==> src/rtl/bus_width_increase.sv <==
// rtl/bus_width_increase.sv - packs a narrow valid/ready stream into a wide registered word, little-endian lanes
// Optional early word close via input_last/output_last when BUS_WIDTH_INCREASE_FLUSH_EN is defined.
module bus_width_increase #(
  parameter int SIZE_IN  = 8,
  parameter int SIZE_OUT = 32
) (
  input  logic                clk,
  input  logic                reset_n,
  input  logic                input_valid,
  output logic                input_ready,
  input  logic [SIZE_IN-1:0]  data_in,
  output logic                output_valid,
  input  logic                output_ready,
  output logic [SIZE_OUT-1:0] data_out
`ifdef BUS_WIDTH_INCREASE_FLUSH_EN
  ,
  input  logic                input_last,
  output logic                output_last
`endif
);

  localparam int RATIO = SIZE_OUT / SIZE_IN;
  localparam int CW    = $clog2(RATIO);

  logic [CW-1:0]       cnt_q, cnt_d;
  logic [SIZE_OUT-1:0] acc_q, acc_d;
  logic [SIZE_OUT-1:0] data_q, data_d;
  logic                valid_q, valid_d;
  logic [SIZE_OUT-1:0] word;
  logic                last_in;
  logic                closing;
  logic                in_fire;
  logic                out_fire;

`ifdef BUS_WIDTH_INCREASE_FLUSH_EN
  logic last_q, last_d;
  assign last_in     = input_last;
  assign output_last = last_q;
`else
  assign last_in = 1'b0;
`endif

  assign closing      = (cnt_q == CW'(RATIO - 1)) | last_in;
  // Only a closing beat can stall, and only while the held word is not leaving.
  assign input_ready  = ~closing | ~valid_q | output_ready;
  assign in_fire      = input_valid & input_ready;
  assign out_fire     = valid_q & output_ready;
  assign output_valid = valid_q;
  assign data_out     = data_q;

  // Lanes below cnt come from the accumulator, lane cnt is the closing beat, lanes above are zero.
  always_comb begin
    word = '0;
    for (int k = 0; k < RATIO; k++) begin
      if (k < int'(cnt_q)) begin
        word[k*SIZE_IN +: SIZE_IN] = acc_q[k*SIZE_IN +: SIZE_IN];
      end else if (k == int'(cnt_q)) begin
        word[k*SIZE_IN +: SIZE_IN] = data_in;
      end
    end
  end

  always_comb begin
    cnt_d   = cnt_q;
    acc_d   = acc_q;
    data_d  = data_q;
    valid_d = valid_q;
`ifdef BUS_WIDTH_INCREASE_FLUSH_EN
    last_d  = last_q;
`endif
    if (out_fire) begin
      valid_d = 1'b0;
    end
    if (in_fire) begin
      if (closing) begin
        data_d  = word;
        valid_d = 1'b1;
        cnt_d   = '0;
`ifdef BUS_WIDTH_INCREASE_FLUSH_EN
        last_d  = last_in;
`endif
      end else begin
        acc_d[cnt_q*SIZE_IN +: SIZE_IN] = data_in;
        cnt_d = cnt_q + 1'b1;
      end
    end
  end

  always_ff @(posedge clk or negedge reset_n) begin
    if (!reset_n) begin
      cnt_q   <= '0;
      acc_q   <= '0;
      data_q  <= '0;
      valid_q <= 1'b0;
`ifdef BUS_WIDTH_INCREASE_FLUSH_EN
      last_q  <= 1'b0;
`endif
    end else begin
      cnt_q   <= cnt_d;
      acc_q   <= acc_d;
      data_q  <= data_d;
      valid_q <= valid_d;
`ifdef BUS_WIDTH_INCREASE_FLUSH_EN
      last_q  <= last_d;
`endif
    end
  end

endmodule

==> config.mk <==
export PLATFORM = sky130hd
export DESIGN_NAME = bus_width_increase
export DESIGN_NICKNAME = d
export VERILOG_FILES = /design/src/rtl/bus_width_increase.sv
export SDC_FILE = /design/constraint.sdc
export NUM_CORES = 1
export LEC_CHECK = 0
export CAP_MARGIN = 25
export CORE_UTILIZATION = 45
export CTS_CLUSTER_DIAMETER = 40
export CTS_CLUSTER_SIZE = 24
export DETAILED_ROUTE_END_ITERATION = 7
export GPL_TIMING_DRIVEN = 0
export PLACE_DENSITY = 0.73
export SETUP_SLACK_MARGIN = 0.05
export SLEW_MARGIN = 10
export SYNTH_ARGS = -nofsm -noshare
export SYNTH_HDL_FRONTEND = slang
export SYNTH_SLANG_ARGS = --single-unit
==> constraint.sdc <==
create_clock -name clk -period 2.4 [get_ports clk]
set_input_delay 0.48 -clock clk [delete_from_list [all_inputs] [get_ports clk]]
set_output_delay 0.48 -clock clk [all_outputs]
set_load 0.05 [all_outputs]
==> summary.md, run 1 <==
| Metric | Value |
|---|---|
| Post-route ant nets | `0` |
| Status | `complete, no violations` |
| Initial antenna violation count | `0` |
| DIE WIDTH | `between 70 and 80 um` |
| Area of the multi-input gates | `around 1100 sq um` |
| PortBufs | `45` |
| Final period util | `0.8646` |
| Mapped Nets | `between 150 and 200` |
| Die area | `6246 sq um` |
| Die height | `79.03 um` |
| Slowest CP cell | `dfrtp_1` |
| Post-synth top area cell | `dfrtp_1` |
| Setup_tns | `0 ps` |
| Clk root buf | `clkbuf_8` |
| Post-layout min period | `approximately 2100 ps` |
| H-tree levels | `3` |
| Hold crit path type | `primary input to async pin` |
| Fraction of layout cells with a size suffix above 1 | `0.3087` |
| Global-route wire length before repair | `8.776 mm` |
| HPWL after DPL | `3.424 mm` |
| Worst-margin pin slew | `717.3 ps` |
| Share of the synthesized area in the top cell type | `0.5530` |
| Final core occ | `0.6098` |
| All-layer global routing usage | `0.1940` |
| Core area | `5608 sq um` |
| Max Cap Viol | `0` |
| Crit-path cells | `ha_1 > nand3b_1 > clkbuf_2` |
| Worst skew pair latency | `350 ps` |
| Number of diodes | `0` |
| RD Place Congestion | `0.7188` |
| CTS tree | `yes` |
| YS warnings | `0` |
| Critical path arrival | `1600 ps` |
| Nets | `243` |
| Wire per inst | `around 18 um` |
| Number of flops mapped to enable cells by yosys | `0` |
| Row Count | `27` |
| CTS buffer count | `9` |
| Vias in the first global route | `1,677` |
| Ys flop type | `dfrtp_1` |
| Cell Area, Synth | `2670 sq um` |
| Final Hold Vio Count | `0` |
| Largest net degree at the start of global routing | `60` |
| Largest cells by area after synthesis | `dfrtp_1 55%, mux2_4 17%, a22o_1 9.5%` |
| CTS Hold Bufs | `0` |
| Crit start category | `flop` |
| Max IR drop VDD | `0.6483 mV` |
| Post-CTS setup buffers | `0` |
| Syn_area_per_cell | `~16 sq um` |
| CP endpoint kind | `output port` |
| Leak pwr | `between 1.5 and 2 nW` |
| Synth async-reset ratio | `1.000` |
| # fillers | `480` |
| Maximum net fanout on the critical path | `8` |
| Cell count after synthesis | `170` |
| Synth Register Bits | `approximately 60` |
| Slew Limit Fails | `0` |
| FF+latch area | `1476 sq um` |
| Slew HR | `0.5218` |
| Vias | `1,620` |
| Setup violations, final | `0` |
| GRT overflow | `0` |
| Starting DRT DRC Count | `69` |
| Unrepaired setup endpoints after global routing | `false` |
| Routed WL | `5.286 mm` |
| Initial core utilization | `0.4761` |
| Required time worst endpoint | `1920 ps` |
| Post-synthesis cell type count | `22` |
| Drc violations | `0` |
| PD cells | `about 1500 nW/um^2` |
| Slowest Stage Delay on Critical Path | `550 ps` |
| Reg clk slew, reported paths | `roughly 60 ps` |
| Post-synthesis sequential area ratio | `0.5530` |
| Initial DRT Pass Iterations | `4` |
| Ports | `between 40 and 50` |
| Worst clock skew | `9.206 ps` |
| Fmax | `0.4819 GHz` |
| Maximum root-to-sink buffer count | `2` |
| Crit Path Class | `flop to output port` |
| Vias/cell | `5.364` |
| Sink Count | `59` |
| Synth-to-Final Area Change | `28.07%` |
| Hold_ws | `192.6 ps` |
## what timing repair did
item / in CTS / in global routing
gates cloned: 0 / 0
gates resized for setup: 1 / 4
setup endpoints to repair: 1 / 2
## cells in the mapped netlist (all sizes together) (2+ instances only)
cell    instances
inv             2
buf             6
clkbuf          2
nand2b          2
nand2           9
mux2           42
nor2b           2
dfrtp          59
ha              5
a22o           29
o21ai           3
nand3b          4
## sequential cells by signal (all words and copies together) (netlist names)
register,count
acc_q,24
cnt_q,2
output_valid,1
data_out,32
## worst max-delay path: cells and delay by family (launching register included)
kind | cells | cell delay, ps
fa+ha+maj | 1 | 330
buf+inv | 1 | 250
flops | 1 | 550
simple gates | 1 | 120
## through the flow
step                power (W)  area (sq um)  cells  setup WS [ps]
CTS                  0.005333          3422    302          64.50
floorplan            0.003571          2670    170          486.5
finish               0.005299          3420    302          325.0
global placement     0.004270          3211    287         -980.9
detailed placement   0.004314          3208    287          47.29
global route         0.005569          3420    302          218.0
## routing by layer
layer | GRT usage | vias to the layer above | wire length, um
met1 | 0.2459 | 822 | 2338
li1 | - | 744 | -
met4 | 0.07091 | 0 | 80
met3 | 0.08736 | 8 | 267
met5 | 0 | - | 0
met2 | 0.2914 | 46 | 2600
## placed cells by master (no fill, tap or decap), types with 2 or more instances in the layout
cell	netlist	final
nand2_1	9	9
buf_4	1	2
clkinv_2	0	2
clkdlybuf4s50_1	0	43
ha_1	5	5
mux2_2	12	12
buf_12	3	3
inv_1	2	2
clkbuf_2	0	2
nor2b_1	2	2
nand3b_4	2	2
o21ai_0	3	3
nand3b_1	2	2
clkbuf_8	0	10
nand2b_1	2	2
dfrtp_1	59	59
mux2_4	30	30
bufinv_16	0	2
a22o_1	29	29
## path summary, 6_finish.rpt
check | startpoint | to | slack (ps) | cells past startpoint
min in group clk | acc_q[11]$_DFFE_PN0P_ | acc_q[11]$_DFFE_PN0P_ | 480 | 2
worst max register to register | cnt_q[1]$_DFFE_PN0N_ | acc_q[1]$_DFFE_PN0P_ | 350 | 6
worst min-delay path | reset_n | data_out[19]$_DFFE_PN0P_ | 190 | 1
worst max-delay path | cnt_q[0]$_DFFE_PN0N_ | input_ready | 320 | 3
worst min register to register | acc_q[11]$_DFFE_PN0P_ | acc_q[11]$_DFFE_PN0P_ | 480 | 2
max in group asynchronous | reset_n | acc_q[0]$_DFFE_PN0P_ | 1730 | 1
## layout make-up
class	instances	area share
buffer	8	0.02488
clock buffer	10	0.04025
clock inverter	5	0.02269
inverter	2	0.002195
multi-input combinational	101	0.3224
sequential	59	0.4318
tap	72	0.02634
timing repair buffer	45	0.1295
## report_power, final
group / internal, W / switching, W / total, W
clock network: 0.000603 / 0.000392 / 0.000995
logic: 0.00117 / 0.00147 / 0.00264
registers: 0.00140 / 0.000262 / 0.00167
## kinds of logic after synthesis
kind of cell	Yosys count	synth area share
adder cells (fa/ha/maj)	5	0.02343
multiplexers	42	0.2193
flip-flops	59	0.5530
buffers and inverters	10	0.03421
AND/OR/NAND/NOR	22	0.06935
AO/OA/AOI/OAI	32	0.1007
Note: power is estimated with default switching activity, not from simulation.
==> inputs of run 2 (changes only) <==
==> constraint.sdc (replaced) <==
create_clock -name clk -period 1.92 [get_ports clk]
set_input_delay 0.384 -clock clk [delete_from_list [all_inputs] [get_ports clk]]
set_output_delay 0.384 -clock clk [all_outputs]
set_load 0.05 [all_outputs]
==> summary.md, run 2 (same netlist as run 1, synthesis figures left out) <==
| Metric | Value |
|---|---|
| DIE WIDTH | `79.03 um` |
| Comb power frac | `0.497` |
| Worst clock skew | `7.392 ps` |
| Hold crit path type | `primary input to async pin` |
| Worst skew pair latency | `330 ps` |
| Final Total Pwr | `0.006482 W` |
| GRT overflow | `0` |
| Largest net degree at the start of global routing | `60` |
| Inst Count DP | `287` |
| Initial antenna violation count | `0` |
| Synth-to-Final Area Change | `29.19%` |
| Initial core utilization | `0.4761` |
| R2R setup slack | `90 ps` |
| RD Place Congestion | `between 0.7 and 0.8` |
| Clock network fraction of design power | `0.186` |
| Ports | `46` |
| All-layer global routing usage | `0.1864` |
| Maximum root-to-sink buffer count | `2` |
| Max IR drop VDD | `slightly below 0.8 mV` |
| H-tree levels | `3` |
| Vias/cell | `5.230` |
| Sw frac | `0.4062` |
| PortBufs | `between 40 and 50` |
| CTS buffer count | `9` |
| Initial DRT Pass Iterations | `4` |
| CTS tree | `yes` |
| Unrepaired setup endpoints after global routing | `true` |
| Final Hold Vio Count | `0` |
| Worst R2R Path Depth | `6` |
| Drc violations | `0` |
| Nets | `about 250` |
| Status | `complete, no violations` |
| Layout Cells excl Fill | `309` |
| Vias | `approximately 1,600` |
| Slew Limit Fails | `0` |
| Maximum net fanout on the critical path | `10` |
| Row Count | `27` |
| Int Pwr | `0.003849 W` |
| Setup violations, final | `0` |
| Crit start category | `flop` |
| Worst-margin pin slew | `714.2 ps` |
| Routed WL | `between 5 and 6 mm` |
| Die area | `6246 sq um` |
| Number of diodes | `0` |
| Most frequent cells in the layout | `58 x dfrtp_1, 32 x dlygate4sd2_1, 30 x mux2_4, 29 x a22o_1, 12 x mux2_2` |
| WP buf/inv | `3` |
| Global-route wire length before repair | `8.604 mm` |
| Final core occ | `0.6151` |
| Worst path most repeated cell | `buf_6` |
| Sink Count | `59` |
| Reg clk slew, reported paths | `70 ps` |
| Clk root buf | `clkbuf_8` |
| Critical path arrival | `2030 ps` |
| Reg2reg end | `data_out[5]$_DFFE_PN0P_` |
| Slew HR | `0.5239` |
| Vias in the first global route | `1,696` |
| Area of the multi-input gates | `between 1000 and 1500 sq um` |
| # fillers | `463` |
| Required time worst endpoint | `2130 ps` |
| Wire per inst | `around 17 um` |
| Final period util | `0.9507` |
| Die height | `79.03 um` |
| Leak pwr | `1.740 nW` |
| Seq pwr share | `0.317` |
| Max Cap Viol | `0` |
| Crit-path cells | `buf_6 > inv_1 > ha_1 > buf_6 > mux2_2 > mux2_4` |
| Core area | `5608 sq um` |
| PD cells | `1879 nW/um^2` |
| Sw Pwr | `around 0.0026 W` |
| Starting DRT DRC Count | `between 80 and 90` |
| Most common cell after layout, fill and taps aside | `dfrtp_1` |
| Delay-heaviest family, CP | `multiplexers` |
| Post-layout min period | `1825 ps` |
| Setup_tns | `0 ps` |
| Fraction of layout cells with a size suffix above 1 | `0.3333` |
| Max reg flops | `32` |
| CP endpoint kind | `flop` |
| Worst R2R Start | `cnt_q[1]$_DFFE_PN0N_` |
| Post-route ant nets | `0` |
| Slowest Stage Delay on Critical Path | `410 ps` |
| HPWL after DPL | `approximately 3.4 mm` |
| Fmax | `0.5478 GHz` |
| CTS Hold Bufs | `0` |
| FF+latch area | `between 1000 and 1500 sq um` |
| Slowest CP cell | `dfrtp_1` |
| Crit Path Class | `flop to flop` |
| Hold_ws | `97.89 ps` |
run 2: cell count changes in the layout (fill, tap and decap cells not counted), sizes merged:
cell,change
dlymetal6s2s,+1
dlygate4sd2,+32
buf,+8
clkbuf,-1
clkdlybuf4s50,-33
run 2: worst max path at each step:
stage	start	slack (ps)	depth (start not counted)	to
floorplan	output_valid$_DFF_PN0_	70	3	cnt_q[0]$_DFFE_PN0N_
global placement	reset_n	-1580	1	cnt_q[0]$_DFFE_PN0N_
detailed placement	cnt_q[1]$_DFFE_PN0N_	-280	6	acc_q[22]$_DFFE_PN0P_
CTS	cnt_q[1]$_DFFE_PN0N_	-20	7	acc_q[22]$_DFFE_PN0P_
global route	cnt_q[1]$_DFFE_PN0N_	-3	7	acc_q[22]$_DFFE_PN0P_
finish	cnt_q[1]$_DFFE_PN0N_	90	6	data_out[5]$_DFFE_PN0P_
run 2: per-stage QoR:
stage	cell area, sq um	worst slack (ps)
after floorplan	2671	66.19
after global routing	3450	-2.644
final	3450	94.63
after CTS	3401	-16.70
after detailed placement	3209	-275.5
after global placement	3212	-1577
run 2: layer usage:
metal | GRT usage | vias to the layer above | share of wire
met2 | 0.2862 | 32 | 0.48
met1 | 0.2532 | 818 | 0.47
met4 | 0.07636 | 0 | 0.017
met3 | 0.04483 | 11 | 0.033
met5 | 0 | - | 0
li1 | - | 755 | -
run 2: cell type report:
class | instances | area share
Tap cell | 72 | 0.02612
Sequential cell | 59 | 0.4284
Timing Repair Buffer | 51 | 0.1335
Clock buffer | 11 | 0.03808
Clock inverter | 5 | 0.02249
Buffer | 8 | 0.02829
Multi-Input combinational cell | 101 | 0.3210
Inverter | 2 | 0.002176
run 2: power by group through the flow:
stage               Combinational [W]  Clock, W  Sequential, W
floorplan                     0.00141         0        0.00306
global placement              0.00326         0        0.00208
detailed placement            0.00330         0        0.00210
CTS                           0.00315   0.00123        0.00207
global route                  0.00341   0.00129        0.00213
finish                        0.00322   0.00120        0.00206
run 2: timing repair:
| action | in CTS | in global routing |
|---|---|---|
| resized for setup | 42 | 7 |
| setup endpoints to repair | 73 | 50 |
| buffers inserted | 2 | 4 |
| endpoints found under the hold margin | 0 | 0 |
| pin swaps | 1 | 0 |
run 2: worst register-to-register path: stages (launching register included):
cell	delay, ps
dfrtp_1	410
buf_6	160
inv_1	100
ha_1	250
buf_6	180
mux2_2	350
mux2_4	260
